--- config.mk ---
export PLATFORM = sky130hd
export DESIGN_NAME = mux_scan_serializer
export DESIGN_NICKNAME = d
export VERILOG_FILES = /design/src/rtl/mux_scan_serializer_pkg.sv /design/src/rtl/mux_scan_serializer_mux.sv /design/src/rtl/mux_scan_serializer.sv
export SDC_FILE = /design/constraint.sdc
export NUM_CORES = 1
export LEC_CHECK = 0
export CORE_MARGIN = 4
export CORE_UTILIZATION = 46
export DETAILED_ROUTE_END_ITERATION = 7
export PLACE_DENSITY = 0.78
export SYNTH_ARGS = -nofsm -noshare
export SYNTH_HDL_FRONTEND = slang
export SYNTH_SLANG_ARGS = --single-unit
--- constraint.sdc ---
create_clock -name clk -period 3.2 [get_ports clk]
set_input_delay 0.64 -clock clk [delete_from_list [all_inputs] [get_ports clk]]
set_output_delay 0.64 -clock clk [all_outputs]
set_load 0.01 [all_outputs]
--- src/rtl/mux_scan_serializer_pkg.sv ---
// Shared types and defaults for the mux scan serializer.
// Holds the FSM encoding and the word geometry.
package mux_scan_serializer_pkg;

  localparam int WIDTH_DEF = 16;
  localparam int SEL_W_DEF = 4;
  localparam int LAST_SEL  = WIDTH_DEF - 1;

  typedef enum logic {
    ST_IDLE = 1'b0,
    ST_SCAN = 1'b1
  } state_e;

endpackage

--- src/rtl/mux_scan_serializer_mux.sv ---
// Purely combinational WIDTH:1 bit mux.
// sel=0 picks in[0], the leftmost bit of the vector.
module mux_16_1_comb
  import mux_scan_serializer_pkg::*;
#(
  parameter int WIDTH = WIDTH_DEF,
  parameter int SEL_W = SEL_W_DEF
) (
  output logic             out,
  input  logic [0:WIDTH-1] in,
  input  logic [0:SEL_W-1] sel
);

  always_comb begin
    out = in[sel];
  end

endmodule

--- src/rtl/mux_scan_serializer.sv ---
// Parallel-in, serial-out scan stage feeding the 16:1 mux path.
// Streams a captured word MSB-first over a valid/ready handshake.
module mux_scan_serializer
  import mux_scan_serializer_pkg::*;
#(
  parameter int WIDTH = WIDTH_DEF,
  parameter int SEL_W = SEL_W_DEF
) (
  input  logic             clk,
  input  logic             rst,
  input  logic             load_valid,
  output logic             load_ready,
  input  logic [0:WIDTH-1] load_data,
  output logic             ser_out,
  output logic             ser_valid,
  input  logic             ser_ready,
  output logic             ser_last,
  output logic [0:SEL_W-1] sel,
  output logic             busy
);

  localparam logic [0:SEL_W-1] LastSel = SEL_W'(WIDTH - 1);
  localparam logic [0:SEL_W-1] SelOne  = SEL_W'(1);

  if (WIDTH != (1 << SEL_W)) begin : g_bad_geom
    $error("WIDTH must equal 2**SEL_W");
  end

  state_e             state_q, state_d;
  logic [0:WIDTH-1]   data_q, data_d;
  logic [0:SEL_W-1]   sel_q, sel_d;
  logic               ser_valid_q, ser_valid_d;
  logic               busy_q, busy_d;
  logic               is_last;
  logic               beat;
  logic               mux_bit;

  assign is_last = (sel_q == LastSel);
  assign beat    = ser_valid_q & ser_ready;

  always_comb begin
    state_d     = state_q;
    data_d      = data_q;
    sel_d       = sel_q;
    load_ready  = 1'b0;
    unique case (state_q)
      ST_IDLE: begin
        load_ready = 1'b1;
        if (load_valid) begin
          data_d  = load_data;
          sel_d   = '0;
          state_d = ST_SCAN;
        end
      end
      ST_SCAN: begin
        load_ready = is_last & ser_ready;
        if (beat) begin
          if (!is_last) begin
            sel_d = sel_q + SelOne;
          end else if (load_valid) begin
            // Back-to-back word: no idle bubble.
            data_d = load_data;
            sel_d  = '0;
          end else begin
            sel_d   = '0;
            state_d = ST_IDLE;
          end
        end
      end
      default: begin
        state_d = ST_IDLE;
        sel_d   = '0;
      end
    endcase
    ser_valid_d = (state_d == ST_SCAN);
    busy_d      = (state_d == ST_SCAN);
  end

  always_ff @(posedge clk) begin
    if (rst) begin
      state_q     <= ST_IDLE;
      data_q      <= '0;
      sel_q       <= '0;
      ser_valid_q <= 1'b0;
      busy_q      <= 1'b0;
    end else begin
      state_q     <= state_d;
      data_q      <= data_d;
      sel_q       <= sel_d;
      ser_valid_q <= ser_valid_d;
      busy_q      <= busy_d;
    end
  end

  mux_16_1_comb #(
    .WIDTH(WIDTH),
    .SEL_W(SEL_W)
  ) u_mux (
    .out(mux_bit),
    .in (data_q),
    .sel(sel_q)
  );

  assign ser_out   = mux_bit;
  assign ser_valid = ser_valid_q;
  assign ser_last  = ser_valid_q & is_last;
  assign sel       = sel_q;
  assign busy      = busy_q;

endmodule

==> key figures <==
Status
  • Status: finished, final reports clean

Min path
  • Hold Path Class: reg2reg
  • Hold Startpoint: data_q[2]
  • Hold Path Depth: 2
  • End of the worst hold path: data_q[2]

Placed design
  • Dpl hpwl: between 1500 and 2000 um
  • DP Worst Slack: about 470 ps
  • DP Area: between 1000 and 1500 sq um
  • Placed insts: about 150
  • Port bufs: 28
  • Routability cong.: 0.7102

Clock tree
  • Post-CTS setup repair buffer count: 0
  • CTS Sinks: 21
  • Num CTS Buffers: 3
  • Reg clk slew, reported paths: approximately 120 ps
  • Worst-skew pair later-pin latency: ~300 ps
  • Post-CTS resize count: 0
  • CTS Buffer Depth: 2
  • H-Tree Depth: 1
  • CTS root buf: clkbuf_4
  • CTS tree: done
  • CTS Hold Bufs: 0

Power
  • Pwr/cell area: ~400 nW/um^2
  • Worst VDD drop: roughly 0.26 mV
  • Total power: 0.0004989 W
  • Leakage: ~0.49 nW

Synth
  • Register area share after synthesis: a little over two fifths
  • Ys async rst share: 0%
  • Synthesized instance count: a little under 100
  • Synth Warn #: 0
  • EDFF count, synth: 0
  • Synth Area per Inst: 10.06 sq um
  • Synth cell count leaders: 21 x dfxtp_1, 21 x mux2i_1, 20 x nor2_1
  • Yosys reg bits: 21
  • Top_reg_cell synth: dfxtp_1
  • Net Count, Synth: about 120
  • Cell taking the most area after synthesis: dfxtp_1
  • Synth Cell Area: between 900 and 1000 sq um
  • Main area contributors after synthesis: dfxtp_1 43%, mux2i_1 21%, nor2_1 7.6%, mux4_2 4.6%, a21oi_1 2.5%
  • Synth unique cells: 26
  • Synth top area share: between 40 and 50%

Global route
  • First-pass GRT wire length: 3277 um
  • Initial antenna violation count: 0
  • Largest net degree at the start of global routing: 22
  • Total grt overflow: 0
  • Total global-route track usage: 15.70%
  • Vias in the first global route: 750

Setup path
  • FF-to-FF End: data_q[12]
  • Critical path's slowest cell: dfxtp_1
  • Crit start category: flop
  • Cell count of the worst reg-to-reg path: 5
  • CP max stage delay: 700 ps
  • Critical path fanouts, max: 12
  • CP endpoint kind: output port
  • R2R setup slack: 930 ps
  • Worst-path cell chain: mux4_2, a22oi_1, nand2_1, clkdlybuf4s50_1
  • Reg2reg start: sel[3]
  • Setup CP Type: reg2out
  • CP required: around 2600 ps
  • CP arrival: 2310 ps

Finish
  • Layout cells sized above 1: 5.645%
  • Area of the multi-input gates: about 510 sq um
  • Sequential Area: roughly 420 sq um
  • N_diodes: 0
  • Filler Cells Inserted: 175
  • Layout area overhead: 29.95%
  • Fin cells: about 150
  • Final nets: about 150
  • Final Cell Area: between 1000 and 1500 sq um

STA
  • Max Slew Vio Count: 0
  • RSZ-0062 raised after global routing: no
  • Setup TNS: 0 ps
  • Headroom to the max-slew limit: a little under half
  • Fmax: roughly 340 MHz
  • Final setup fails: 0
  • Fin crit share: between 90% and 100%
  • Post-route clock skew: about 4.5 ps
  • PnR worst setup slack: roughly 250 ps
  • Fin crit period: about 2900 ps
  • Final Hold Fails: 0
  • Worst Max-Slew Pin Slew: approximately 780 ps

Route
  • Via/cell ratio: 5.344
  • DRC viols: 0
  • Remaining antenna violation count after routing: 0
  • Avg WL per Cell: 13.90 um
  • Vias: 807
  • First-pass detailed-route iteration total: 2
  • Iter 0 DRT Violations: 11
  • Routed Wire Length: approximately 2100 um

Die
  • Initial Util: between 40% and 50%
  • Cell row count: 16
  • Die Width: 54.30 um
  • I/O pins: 29
  • Core Box Area: 2002 sq um
  • Die ar.: just under 3000 sq um
  • Die Y: approximately 54 um

Flow run
  • Max-cap viol count: 0
metrics by stage:
stage	util, %	hold WS [ps]
4_1_cts	64.00	514.6
2_1_floorplan	-	454.6
5_1_grt	64.00	539.3
3_5_place_dp	62.69	485.8
6_report	64.00	509.6
3_3_place_gp	62.69	465.8
flip-flops by register name, summed over array words and instances, names as in the netlist:
register,count
data_q,16
sel,4
busy,1
critical path, delay by kind of cell, from the launching register on:
kind / cells / cell delay, ps
flip-flops: 1 / 700
AO/OA/AOI/OAI: 1 / 170
AND/OR/NAND/NOR: 1 / 90
buffers and inverters: 1 / 480
multiplexers: 1 / 570
how the worst max path moves through the flow:
stage / from / end / cells past startpoint / slack [ps]
6_report: sel[3] / ser_out / 4 / 250
3_5_place_dp: ser_ready / load_ready / 4 / 470
5_1_grt: sel[3] / ser_out / 5 / 100
4_1_cts: sel[3] / ser_out / 5 / 250
2_1_floorplan: sel[3] / ser_out / 4 / 1170
3_3_place_gp: ser_ready / load_ready / 4 / 510
layer usage:
layer	share of wire, %	track usage [%]	vias up
met3	5.4	2.725	4
met2	48	27.69	23
met5	0	0	-
met1	45	18.18	380
li1	-	-	400
met4	1.4	7.469	0
layout by cell type (no fill, tap or decap):
cell type | Yosys | final
a21boi_0 | 1 | 1
a21oi_1 | 5 | 5
a21oi_4 | 1 | 1
a221oi_1 | 2 | 2
a22oi_1 | 1 | 1
a32oi_1 | 1 | 1
and2_1 | 1 | 1
and4_1 | 1 | 1
clkbuf_1 | 2 | 1
clkbuf_4 | 0 | 3
clkdlybuf4s50_1 | 0 | 28
dfxtp_1 | 21 | 21
ha_1 | 1 | 1
inv_1 | 2 | 2
mux2i_1 | 21 | 21
mux4_2 | 2 | 2
nand2_1 | 4 | 4
nand3_1 | 1 | 1
nand4_2 | 1 | 1
nand4b_1 | 1 | 1
nor2_1 | 20 | 20
nor2b_1 | 1 | 1
o21ai_0 | 2 | 2
o221ai_1 | 1 | 1
or3_1 | 1 | 1
logic make-up after synthesis:
kind of cell / Yosys count / synth area share, %
AO/OA/AOI/OAI: 14 / 10.28
adder cells (fa/ha/maj): 1 / 1.269
flip-flops: 21 / 42.64
multiplexers: 23 / 25.89
buffers and inverters: 8 / 5.331
AND/OR/NAND/NOR: 31 / 14.59
report_power, final:
| group | leakage (nW) | internal (W) | switching [W] |
|---|---|---|---|
| logic | 0.299 | 0.0000499 | 0.0000315 |
| registers | 0.172 | 0.000275 | 0.0000129 |
| clock network | 0.0150 | 0.0000486 | 0.0000808 |
layout make-up:
type / instances / share of cell area [%]
sequential: 21 / 32.81
clock buffer: 4 / 2.051
inverter: 2 / 0.5859
multi-input combinational: 69 / 40.04
timing repair buffer: 28 / 21.87
tap: 27 / 2.637
No activity file was read; power rests on OpenSTA's default activity.
